## config.mk

```make
export PLATFORM = sky130hd
export DESIGN_NAME = pyr_mul_acc_pipe_flat
export DESIGN_NICKNAME = d
export VERILOG_FILES = /design/src/rtl/pyr_mul_pkg.sv /design/src/rtl/pyr_mul_acc_pipe_if.sv /design/src/rtl/pyr_mul_core.sv /design/src/rtl/pyr_mul_acc_pipe.sv /design/src/flat_wrapper.sv
export SDC_FILE = /design/constraint.sdc
export NUM_CORES = 1
export LEC_CHECK = 0
export ABC_AREA = 1
export CORE_MARGIN = 2
export CORE_UTILIZATION = 35
export CTS_CLUSTER_SIZE = 12
export DETAILED_ROUTE_END_ITERATION = 16
export DONT_BUFFER_PORTS = 1
export HOLD_SLACK_MARGIN = 0.03
export SYNTH_ARGS = -nofsm -noshare
export SYNTH_HDL_FRONTEND = slang
export SYNTH_SLANG_ARGS = --single-unit
```

## constraint.sdc

```tcl
create_clock -name clk -period 6.7 [get_ports clk]
set_input_delay 1.34 -clock clk [delete_from_list [all_inputs] [get_ports clk]]
set_output_delay 1.34 -clock clk [all_outputs]
set_load 0.05 [all_outputs]
```

## src/rtl/pyr_mul_pkg.sv

```systemverilog
// Shared constants, width helpers and the saturation function for pyr_mul_acc_pipe.
package pyr_mul_pkg;

  localparam int MAX_W     = 64;
  localparam int MAX_W_LOG = 6;

  localparam int DEF_A_WIDTH   = 17;
  localparam int DEF_B_WIDTH   = 17;
  localparam int DEF_A_SIGNED  = 1;
  localparam int DEF_B_SIGNED  = 0;
  localparam int DEF_NUM_STAGE = 4;
  localparam int DEF_ACC_WIDTH = 48;
  localparam int DEF_SHIFT     = 0;
  localparam int DEF_OUT_WIDTH = 34;

  typedef struct packed {
    logic signed [MAX_W-1:0] value;
    logic                    clipped;
  } sat_t;

  // An extended operand of this width holds any signed/unsigned product exactly.
  function automatic int prod_width(input int a_w, input int b_w);
    return a_w + b_w + 1;
  endfunction

  function automatic logic signed [MAX_W-1:0] ext_operand(input logic [MAX_W-1:0] v,
                                                          input int width,
                                                          input logic is_signed);
    logic [MAX_W-1:0] mask;
    mask = (width >= MAX_W) ? {MAX_W{1'b1}} : ((64'd1 << width) - 64'd1);
    if (is_signed && v[MAX_W_LOG'(width - 1)]) begin
      return v | ~mask;
    end else begin
      return v & mask;
    end
  endfunction

  function automatic sat_t sat_signed(input logic signed [MAX_W-1:0] value, input int width);
    sat_t r;
    logic signed [MAX_W-1:0] hi;
    logic signed [MAX_W-1:0] lo;
    hi = (64'sd1 <<< (width - 1)) - 64'sd1;
    lo = -hi - 64'sd1;
    if (value > hi) begin
      r.value   = hi;
      r.clipped = 1'b1;
    end else if (value < lo) begin
      r.value   = lo;
      r.clipped = 1'b1;
    end else begin
      r.value   = value;
      r.clipped = 1'b0;
    end
    return r;
  endfunction

endpackage

```

## src/rtl/pyr_mul_acc_pipe_if.sv

```systemverilog
// Sample/result bundle between the gradient datapath, pyr_mul_acc_pipe and the flow solver.
interface pyr_mul_acc_pipe_if
  import pyr_mul_pkg::*;
#(
  parameter int A_WIDTH   = DEF_A_WIDTH,
  parameter int B_WIDTH   = DEF_B_WIDTH,
  parameter int OUT_WIDTH = DEF_OUT_WIDTH
) ();
  logic                 ce;
  logic                 in_valid;
  logic [A_WIDTH-1:0]   din0;
  logic [B_WIDTH-1:0]   din1;
  logic                 first;
  logic                 last;
  logic                 out_valid;
  logic [OUT_WIDTH-1:0] dout;
  logic                 overflow;

  modport master (output ce, in_valid, din0, din1, first, last,
                  input  out_valid, dout, overflow);
  modport slave  (input  ce, in_valid, din0, din1, first, last,
                  output out_valid, dout, overflow);
endinterface

```

## src/rtl/pyr_mul_core.sv

```systemverilog
// Signedness-aware pipelined multiplier: NUM_STAGE-1 register stages, the owner's
// output register completes the NUM_STAGE latency. Valid/first/last travel alongside.
module pyr_mul_core
  import pyr_mul_pkg::*;
#(
  parameter int A_WIDTH   = DEF_A_WIDTH,
  parameter int B_WIDTH   = DEF_B_WIDTH,
  parameter int A_SIGNED  = DEF_A_SIGNED,
  parameter int B_SIGNED  = DEF_B_SIGNED,
  parameter int NUM_STAGE = DEF_NUM_STAGE
) (
  input  logic                              clk,
  input  logic                              reset,
  input  logic                              ce,
  input  logic                              in_valid,
  input  logic [A_WIDTH-1:0]                din0,
  input  logic [B_WIDTH-1:0]                din1,
  input  logic                              first,
  input  logic                              last,
  output logic                              out_valid,
  output logic                              out_first,
  output logic                              out_last,
  output logic signed [A_WIDTH+B_WIDTH:0]   prod
);
  localparam int PW    = prod_width(A_WIDTH, B_WIDTH);
  localparam int DEPTH = NUM_STAGE - 1;

  logic signed [PW-1:0] a_ext_s, b_ext_s, a_r, b_r, mult_s;
  logic [DEPTH-1:0]     valid_r, first_r, last_r;

  assign a_ext_s = PW'(ext_operand(MAX_W'(din0), A_WIDTH, A_SIGNED != 0));
  assign b_ext_s = PW'(ext_operand(MAX_W'(din1), B_WIDTH, B_SIGNED != 0));
  assign mult_s  = a_r * b_r;

  // Valid shift register, the only core state cleared by reset.
  always_ff @(posedge clk) begin
    if (reset) begin
      valid_r <= '0;
    end else if (ce) begin
      valid_r[0] <= in_valid;
      for (int i = 1; i < DEPTH; i++) valid_r[i] <= valid_r[i-1];
    end
  end

  // Operand registers and sideband shift registers.
  always_ff @(posedge clk) begin
    if (ce) begin
      a_r        <= a_ext_s;
      b_r        <= b_ext_s;
      first_r[0] <= first;
      last_r[0]  <= last;
      for (int i = 1; i < DEPTH; i++) begin
        first_r[i] <= first_r[i-1];
        last_r[i]  <= last_r[i-1];
      end
    end
  end

  if (DEPTH == 1) begin : g_comb
    assign prod = mult_s;
  end else begin : g_reg
    logic signed [PW-1:0] prod_r [DEPTH-1];
    // Product pipeline behind the multiplier, retimed into the DSP by synthesis.
    always_ff @(posedge clk) begin
      if (ce) begin
        prod_r[0] <= mult_s;
        for (int i = 1; i < DEPTH - 1; i++) prod_r[i] <= prod_r[i-1];
      end
    end
    assign prod = prod_r[DEPTH-2];
  end

  assign out_valid = valid_r[DEPTH-1];
  assign out_first = first_r[DEPTH-1];
  assign out_last  = last_r[DEPTH-1];
endmodule

```

## src/rtl/pyr_mul_acc_pipe.sv

```systemverilog
// Pipelined multiply(-accumulate) with rounding shift and saturation.
// Define PYR_MUL_ACC_EN to build the first/last-framed accumulator stage.
module pyr_mul_acc_pipe
  import pyr_mul_pkg::*;
#(
  parameter int A_WIDTH   = DEF_A_WIDTH,
  parameter int B_WIDTH   = DEF_B_WIDTH,
  parameter int A_SIGNED  = DEF_A_SIGNED,
  parameter int B_SIGNED  = DEF_B_SIGNED,
  parameter int NUM_STAGE = DEF_NUM_STAGE,
  parameter int ACC_WIDTH = DEF_ACC_WIDTH,
  parameter int SHIFT     = DEF_SHIFT,
  parameter int OUT_WIDTH = DEF_OUT_WIDTH
) (
  input logic              clk,
  input logic              reset,
  pyr_mul_acc_pipe_if.slave bus
);
  localparam int PW = prod_width(A_WIDTH, B_WIDTH);
  localparam logic signed [MAX_W-1:0] RND =
    (SHIFT > 0) ? (64'sd1 <<< ((SHIFT > 0) ? SHIFT - 1 : 0)) : 64'sd0;

  logic                    core_valid_s, core_first_s, core_last_s;
  logic signed [PW-1:0]    core_prod_s;
  logic                    res_valid_s;
  logic signed [MAX_W-1:0] res_s, shifted_s;
  sat_t                    sat_s;
  logic                    out_valid_r, overflow_r;
  logic [OUT_WIDTH-1:0]    dout_r;

  pyr_mul_core #(
    .A_WIDTH(A_WIDTH), .B_WIDTH(B_WIDTH), .A_SIGNED(A_SIGNED),
    .B_SIGNED(B_SIGNED), .NUM_STAGE(NUM_STAGE)
  ) u_core (
    .clk(clk), .reset(reset), .ce(bus.ce), .in_valid(bus.in_valid),
    .din0(bus.din0), .din1(bus.din1), .first(bus.first), .last(bus.last),
    .out_valid(core_valid_s), .out_first(core_first_s), .out_last(core_last_s),
    .prod(core_prod_s)
  );

`ifdef PYR_MUL_ACC_EN
  logic signed [ACC_WIDTH-1:0] acc_r;
  logic                        emit_r;

  // Group accumulator: first restarts (dropping any partial sum), last emits.
  always_ff @(posedge clk) begin
    if (reset) begin
      acc_r  <= '0;
      emit_r <= 1'b0;
    end else if (bus.ce) begin
      emit_r <= core_valid_s & core_last_s;
      if (core_valid_s) begin
        acc_r <= core_first_s ? ACC_WIDTH'(core_prod_s) : acc_r + ACC_WIDTH'(core_prod_s);
      end
    end
  end

  assign res_valid_s = emit_r;
  assign res_s       = MAX_W'(acc_r);
`else
  localparam int unused_acc_width = ACC_WIDTH;
  logic unused_side_s;
  assign unused_side_s = core_first_s ^ core_last_s;
  assign res_valid_s   = core_valid_s;
  assign res_s         = MAX_W'(core_prod_s);
`endif

  // Round half up, then clip to the signed output range.
  always_comb begin
    shifted_s = (res_s + RND) >>> SHIFT;
    sat_s     = sat_signed(shifted_s, OUT_WIDTH);
  end

  // Output register; dout/overflow only move when a result is presented.
  always_ff @(posedge clk) begin
    if (reset) begin
      out_valid_r <= 1'b0;
      dout_r      <= '0;
      overflow_r  <= 1'b0;
    end else if (bus.ce) begin
      out_valid_r <= res_valid_s;
      if (res_valid_s) begin
        dout_r     <= sat_s.value[OUT_WIDTH-1:0];
        overflow_r <= sat_s.clipped;
      end
    end
  end

  assign bus.out_valid = out_valid_r;
  assign bus.dout      = dout_r;
  assign bus.overflow  = overflow_r;
endmodule

```

## src/flat_wrapper.sv

```systemverilog
// flat-port wrapper written by rule: the top's interface ports become plain ports
module pyr_mul_acc_pipe_flat import pyr_mul_pkg::*;
#(
  parameter int A_WIDTH   = DEF_A_WIDTH,
  parameter int B_WIDTH   = DEF_B_WIDTH,
  parameter int A_SIGNED  = DEF_A_SIGNED,
  parameter int B_SIGNED  = DEF_B_SIGNED,
  parameter int NUM_STAGE = DEF_NUM_STAGE,
  parameter int ACC_WIDTH = DEF_ACC_WIDTH,
  parameter int SHIFT     = DEF_SHIFT,
  parameter int OUT_WIDTH = DEF_OUT_WIDTH
)
  (clk, reset, bus_ce, bus_in_valid, bus_din0, bus_din1, bus_first, bus_last, bus_out_valid, bus_dout, bus_overflow);
  pyr_mul_acc_pipe_if #(.A_WIDTH(A_WIDTH), .B_WIDTH(B_WIDTH), .OUT_WIDTH(OUT_WIDTH)) bus_i ();
  input logic clk;
  input logic reset;
  input wire logic [$bits(bus_i.ce)-1:0] bus_ce;
  input wire logic [$bits(bus_i.in_valid)-1:0] bus_in_valid;
  input wire logic [$bits(bus_i.din0)-1:0] bus_din0;
  input wire logic [$bits(bus_i.din1)-1:0] bus_din1;
  input wire logic [$bits(bus_i.first)-1:0] bus_first;
  input wire logic [$bits(bus_i.last)-1:0] bus_last;
  output wire logic [$bits(bus_i.out_valid)-1:0] bus_out_valid;
  output wire logic [$bits(bus_i.dout)-1:0] bus_dout;
  output wire logic [$bits(bus_i.overflow)-1:0] bus_overflow;
  assign bus_i.ce = bus_ce;
  assign bus_i.in_valid = bus_in_valid;
  assign bus_i.din0 = bus_din0;
  assign bus_i.din1 = bus_din1;
  assign bus_i.first = bus_first;
  assign bus_i.last = bus_last;
  assign bus_out_valid = bus_i.out_valid;
  assign bus_dout = bus_i.dout;
  assign bus_overflow = bus_i.overflow;
  pyr_mul_acc_pipe #(.A_WIDTH(A_WIDTH), .B_WIDTH(B_WIDTH), .A_SIGNED(A_SIGNED), .B_SIGNED(B_SIGNED), .NUM_STAGE(NUM_STAGE), .ACC_WIDTH(ACC_WIDTH), .SHIFT(SHIFT), .OUT_WIDTH(OUT_WIDTH)) u_core (.clk(clk), .reset(reset), .bus(bus_i));
endmodule
```

==> impl_metrics.json, run 1 <==
{
  "status": "finished clean",
  "postCtsSetupRepairBufs": 0,
  "r2r_slack_ps": 460,
  "cts.sinks": 143,
  "nFillCells": 4753,
  "path_class": "reg -> reg",
  "grt_pass1_wl_um": 63600,
  "drc": 0,
  "clk_path_buf_depth": 2,
  "cts_root_buf": "clkbuf_16",
  "antenna_found_initial": 0,
  "worstHoldStart": "u_core.u_core.g_reg.prod_r[0][0]",
  "syn-num-nets": 2382,
  "ios": 76,
  "avgSynthCellArea_um2": 8.52,
  "synthFlopType": "edfxtp_1",
  "crit_slowest_cell": "edfxtp_1",
  "path_clk_slew_ps": 70,
  "cp_common_cell": "fa_1",
  "place_congestion": 0.870,
  "diodes": 0,
  "fin_setup_tns_ps": 0,
  "wirelength_um": 37200,
  "vias_per_cell": 4.59,
  "reg2reg_to": "u_core.u_core.g_reg.prod_r[0][32]",
  "yosysWarnings": 0,
  "slew_headroom": 0.297,
  "rr_startpoint": "u_core.u_core.a_r[33]",
  "dr.pass1.iters": 5,
  "die_h_um": 222,
  "syn_area_um2": 16700,
  "place_ws_ps": 520,
  "nets": 2341,
  "setup_viol": 0,
  "htreeDepth": 4,
  "crit_chain": "nand2_1 > fa_1 > fa_1 > inv_1 > fa_1 > fa_1 > fa_1 > inv_1 > fa_1 > inv_1 > ha_1 > nand2_1 > nor2_1 > nand2_1 > nor4_1 > nand2_1 > nand3_1 > nand2_1",
  "async_flop_share": 0,
  "wl_per_cell_um": 14.7,
  "postSynthCellCount": 1958,
  "holdPathEnd": "u_core.u_core.g_reg.prod_r[0][35]",
  "setup_slack_ps": 462,
  "worstPathRequired_ps": 6910,
  "gr-usage-all-layers": 0.163,
  "hold_depth": 0,
  "cts_made_buffers": 17,
  "fin_crit_sh": 0.931,
  "multiInputGateArea_um2": 10300,
  "synth-edff-count": 104,
  "area_delta_synth_final_pct": 7.12,
  "ant_nets": 0,
  "ys_types": 29,
  "fin_crit_ps": 6240,
  "port_buffers": 0,
  "cts_tree": "built",
  "arrival_ps": 6450,
  "drive_above_1_share": 0.0321,
  "cts_resized": 0,
  "max_cap_violations": 0,
  "grt_pass1_vias": 12600,
  "yosysTopAreaCellShare": 0.355,
  "hp-class": "reg -> reg",
  "cts_hold_buf": 0,
  "crit_path_end_kind": "flip-flop",
  "synth-seq-cells": 143,
  "route.met3.wl_um": 1680,
  "drt-met1-wl_um": 16400,
  "slew_violations": 0,
  "regArea_um2": 3900,
  "yosysTopAreaCell": "fa_1",
  "grt_remaining_overflow": 0,
  "ys_seq_area_frac": 0.234,
  "drtIter0Drc": 585,
  "fp.dieW_um": 222,
  "clock_latency_ps": 450,
  "synth.area.top_cells": "fa_1 (36%), edfxtp_1 (19%), inv_1 (13%)",
  "rsz0062_at_grt": "no",
  "cpPeakStageDelay_ps": 790,
  "timing.fmax_mhz": 160,
  "rows": 79,
  "fp.dieArea_um2": 49400,
  "start_kind": "flip-flop",
  "worst_pin_slew_ps": 1050,
  "start_util": 0.357,
  "hpwlAfterDp_um": 30400,
  "top_layer_used": "met4",
  "grt_max_degree": 110,
  "vias": 11700,
  "skew_ps": 12.2,
  "wl_met2_um": 18300,
  "coreArea_um2": 46800,
  "crit_fanout": 17,
  "r2r_cells": 18,
  "hold_violations": 0
}
## registers in the layout (all words and copies together) (netlist names)
name / cells
u_core.bus.dout: 34
u_core.u_core.valid_r: 3
u_core.bus.out_valid: 1
u_core.u_core.b_r: 17
u_core.u_core.a_r: 17
u_core.bus.overflow: 1
u_core.u_core.g_reg.prod_r: 70
## worst max path at each step
stage | from | end | slack [ps] | cells past startpoint
2_1_floorplan | u_core.u_core.a_r[33] | u_core.u_core.g_reg.prod_r[0][34] | 1080 | 21
3_3_place_gp | u_core.u_core.b_r[3] | u_core.u_core.g_reg.prod_r[0][32] | 590 | 18
3_5_place_dp | u_core.u_core.b_r[3] | u_core.u_core.g_reg.prod_r[0][32] | 520 | 18
4_1_cts | u_core.u_core.b_r[3] | u_core.u_core.g_reg.prod_r[0][32] | 510 | 18
5_1_grt | u_core.u_core.a_r[33] | u_core.u_core.g_reg.prod_r[0][32] | 170 | 18
6_report | u_core.u_core.a_r[33] | u_core.u_core.g_reg.prod_r[0][32] | 460 | 18
## layout make-up
class / count / area share
Clock inverter: 15 / 0.00903
Sequential cell: 143 / 0.218
Tap cell: 607 / 0.0425
Clock buffer: 17 / 0.0238
Multi-Input combinational cell: 1144 / 0.574
Inverter: 592 / 0.124
Timing Repair Buffer: 19 / 0.00798
## through the flow
stage / area, um^2 / cells / hold WS (ps) / util
5_1_grt: 17900 / 2537 / 425 / 0.382
2_1_floorplan: 16700 / 1958 / 400 / -
6_report: 17900 / 2537 / 420 / 0.382
4_1_cts: 17900 / 2537 / 421 / 0.382
3_5_place_dp: 17300 / 2505 / 405 / 0.370
3_3_place_gp: 17300 / 2505 / 401 / 0.370
## kinds of logic after synthesis
group                    share of synthesized area
XOR/XNOR                                    0.0105
adder cells (fa/ha/maj)                      0.421
AND/OR/NAND/NOR                              0.154
flip-flops                                   0.234
buffers and inverters                        0.151
AO/OA/AOI/OAI                               0.0289
## cells in the final DEF, fill, tap and decap left out
cell / n
and2_1: 3
o21a_1: 1
clkinv_1: 1
clkinv_8: 2
inv_12: 1
clkinv_4: 2
inv_8: 5
buf_4: 19
o221ai_1: 1
inv_6: 3
edfxtp_1: 104
xor2_1: 17
dfxtp_1: 39
nor2_2: 4
ha_1: 88
or2_1: 1
o21ai_0: 35
nand3_1: 45
o21bai_1: 4
inv_4: 2
nand2_2: 5
a21oi_1: 52
nor3_1: 7
inv_2: 1
xnor2_1: 3
inv_1: 590
nor2_1: 45
clkbuf_16: 17
and2_4: 1
fa_1: 296
nand3b_1: 3
nor4_1: 1
nand2_1: 522
nand4_1: 10
## synth_stat cells (3+ instances only)
cell and n:
and2_1 3, ha_1 88, nand3b_1 3, o21ai_0 35
nand2_1 522, inv_1 590, xnor2_1 3, o21bai_1 4
nor3_1 7, clkbuf_1 75, xor2_1 17, nand2_2 5
dfxtp_1 39, a21oi_1 52, edfxtp_1 104, nand3_1 45
nor2_1 45, fa_1 296, nor2_2 4, buf_2 3
nand4_1 10
## per-layer routing
metal  global-route usage  vias up
met5                    0        -
li1                     -     5520
met3               0.0267       55
met1                0.208     5812
met2                0.283      269
met4               0.0521        0
## critical path, delay by kind of cell, from the launching register on
family | cells | cell delay [ps]
adders and majority gates | 7 | 3680
and+or+nand+nor | 8 | 1170
DFF | 1 | 790
buffers and inverters | 3 | 330
Power of run 1 is left out: the tool's default activity adds up to more than one toggle a clock period on the data nets, which glitch-free logic cannot reach.
==> inputs of run 2 (changes only) <==
- HOLD_SLACK_MARGIN: 0.03 -> 0.1
==> results of run 2 <==
The final DEF is identical to that of run 1; final timing and power are the same.
Power of run 2 is left out for the same reason.
==> inputs of run 3 (changes only) <==
- CAP_MARGIN: unset -> 20
==> impl_metrics.json, run 3 (synthesis results as in run 1) <==
{
  "status": "finished clean",
  "cpPeakStageDelay_ps": 790,
  "clock_latency_ps": 450,
  "fp.dieArea_um2": 49400,
  "start_util": 0.357,
  "diodes": 0,
  "reg2reg_to": "u_core.u_core.g_reg.prod_r[0][32]",
  "grt_max_degree": 110,
  "r2r_cells": 18,
  "rows": 79,
  "fin_crit_ps": 6210,
  "port_buffers": 0,
  "cts_resized": 0,
  "start_kind": "flip-flop",
  "crit_slowest_cell": "edfxtp_1",
  "drc": 0,
  "cp_common_cell": "fa_1",
  "ant_nets": 0,
  "fp.dieW_um": 222,
  "hold_depth": 0,
  "final_cell_mix": "inv_1 (590), nand2_1 (522), fa_1 (296)",
  "vias_per_cell": 4.59,
  "skew_ps": 9.89,
  "crit_fanout": 17,
  "vias": 11600,
  "grt_pass1_vias": 12600,
  "grt_remaining_overflow": 0,
  "cts_made_buffers": 17,
  "gr-usage-all-layers": 0.163,
  "r2r_slack_ps": 490,
  "worst_pin_slew_ps": 999,
  "place_congestion": 0.870,
  "hp-class": "reg -> reg",
  "timing.fmax_mhz": 161,
  "hold_violations": 0,
  "path_clk_slew_ps": 70,
  "area_delta_synth_final_pct": 7.28,
  "wirelength_um": 37200,
  "slew_violations": 0,
  "final_common_cell": "inv_1",
  "hpwlAfterDp_um": 30400,
  "max_cap_violations": 0,
  "crit_chain": "nand2_1 > fa_1 > fa_1 > inv_1 > fa_1 > fa_1 > fa_1 > inv_1 > fa_1 > inv_1 > ha_1 > nand2_1 > nor2_1 > nand2_1 > nor4_1 > nand2_1 > nand3_1 > nand2_1",
  "holdPathEnd": "u_core.u_core.g_reg.prod_r[0][35]",
  "arrival_ps": 6420,
  "coreArea_um2": 46800,
  "crit_path_end_kind": "flip-flop",
  "path_class": "reg -> reg",
  "cts.sinks": 143,
  "clk_path_buf_depth": 2,
  "top_register": "u_core.u_core.g_reg.prod_r",
  "drive_above_1_share": 0.0326,
  "nFillCells": 4751,
  "postCtsSetupRepairBufs": 0,
  "nets": 2342,
  "cts_root_buf": "clkbuf_16",
  "wl_per_cell_um": 14.7,
  "slew_headroom": 0.333,
  "die_h_um": 222,
  "setup_viol": 0,
  "largest_reg_flops": 70,
  "dr.pass1.iters": 5,
  "worstPathRequired_ps": 6910,
  "grt_pass1_wl_um": 63600,
  "fin_setup_tns_ps": 0,
  "htreeDepth": 4,
  "antenna_found_initial": 0,
  "cts_tree": "built",
  "fin_crit_sh": 0.927,
  "rsz0062_at_grt": "no",
  "worstHoldStart": "u_core.u_core.g_reg.prod_r[0][0]",
  "rr_startpoint": "u_core.u_core.a_r[33]",
  "ios": 76,
  "cts_hold_buf": 0,
  "drtIter0Drc": 605
}
run 3: cell count changes in the layout (fill, tap and decap cells not counted):
cell | before | now
buf_16 | 0 | 1
run 3: worst max path at each step:
| stage | startpoint | endpoint | slack (ps) | cells after the start |
|---|---|---|---|---|
| floorplan | u_core.u_core.a_r[33] | u_core.u_core.g_reg.prod_r[0][34] | 1080 | 21 |
| global placement | u_core.u_core.b_r[3] | u_core.u_core.g_reg.prod_r[0][32] | 590 | 18 |
| detailed placement | u_core.u_core.b_r[3] | u_core.u_core.g_reg.prod_r[0][32] | 520 | 18 |
| CTS | u_core.u_core.b_r[3] | u_core.u_core.g_reg.prod_r[0][32] | 510 | 18 |
| global route | u_core.u_core.a_r[33] | u_core.u_core.g_reg.prod_r[0][32] | 170 | 18 |
| finish | u_core.u_core.a_r[33] | u_core.u_core.g_reg.prod_r[0][32] | 490 | 18 |
run 3: cell type report:
cell class | instances | area [um^2] | share of cell area
tap | 607 | 759 | 0.0424
sequential | 143 | 3900 | 0.218
clock buffer | 17 | 425 | 0.0238
inverter | 592 | 2220 | 0.124
clock inverter | 15 | 161 | 0.00902
timing repair buffer | 20 | 170 | 0.00951
multi-input combinational | 1144 | 10300 | 0.573
run 3: routing by layer:
layer,wire (um),GRT usage,vias to the layer above
met5,0,0,-
met4,887,0.0521,0
met3,1710,0.0267,54
met2,18400,0.283,265
met1,16300,0.208,5808
li1,-,-,5521
run 3: metrics by stage:
stage          hold WS (ps)  area [um^2]  utilization  instances  setup slack (ps)
6_report                420        17900        0.383       2538               488
3_5_place_dp            405        17300        0.370       2505               520
3_3_place_gp            401        17300        0.370       2505               588
5_1_grt                 425        17900        0.383       2538               170
2_1_floorplan           400        16700            -       1958              1080
4_1_cts                 421        17900        0.382       2537               505
run 3: critical path: cells and delay by family, from the launching register on:
kind	cells	cell delay (ps)
fa+ha+maj	7	3680
buf+inv	3	330
flops	1	790
simple gates	8	1150
Power of run 3 is left out for the same reason.
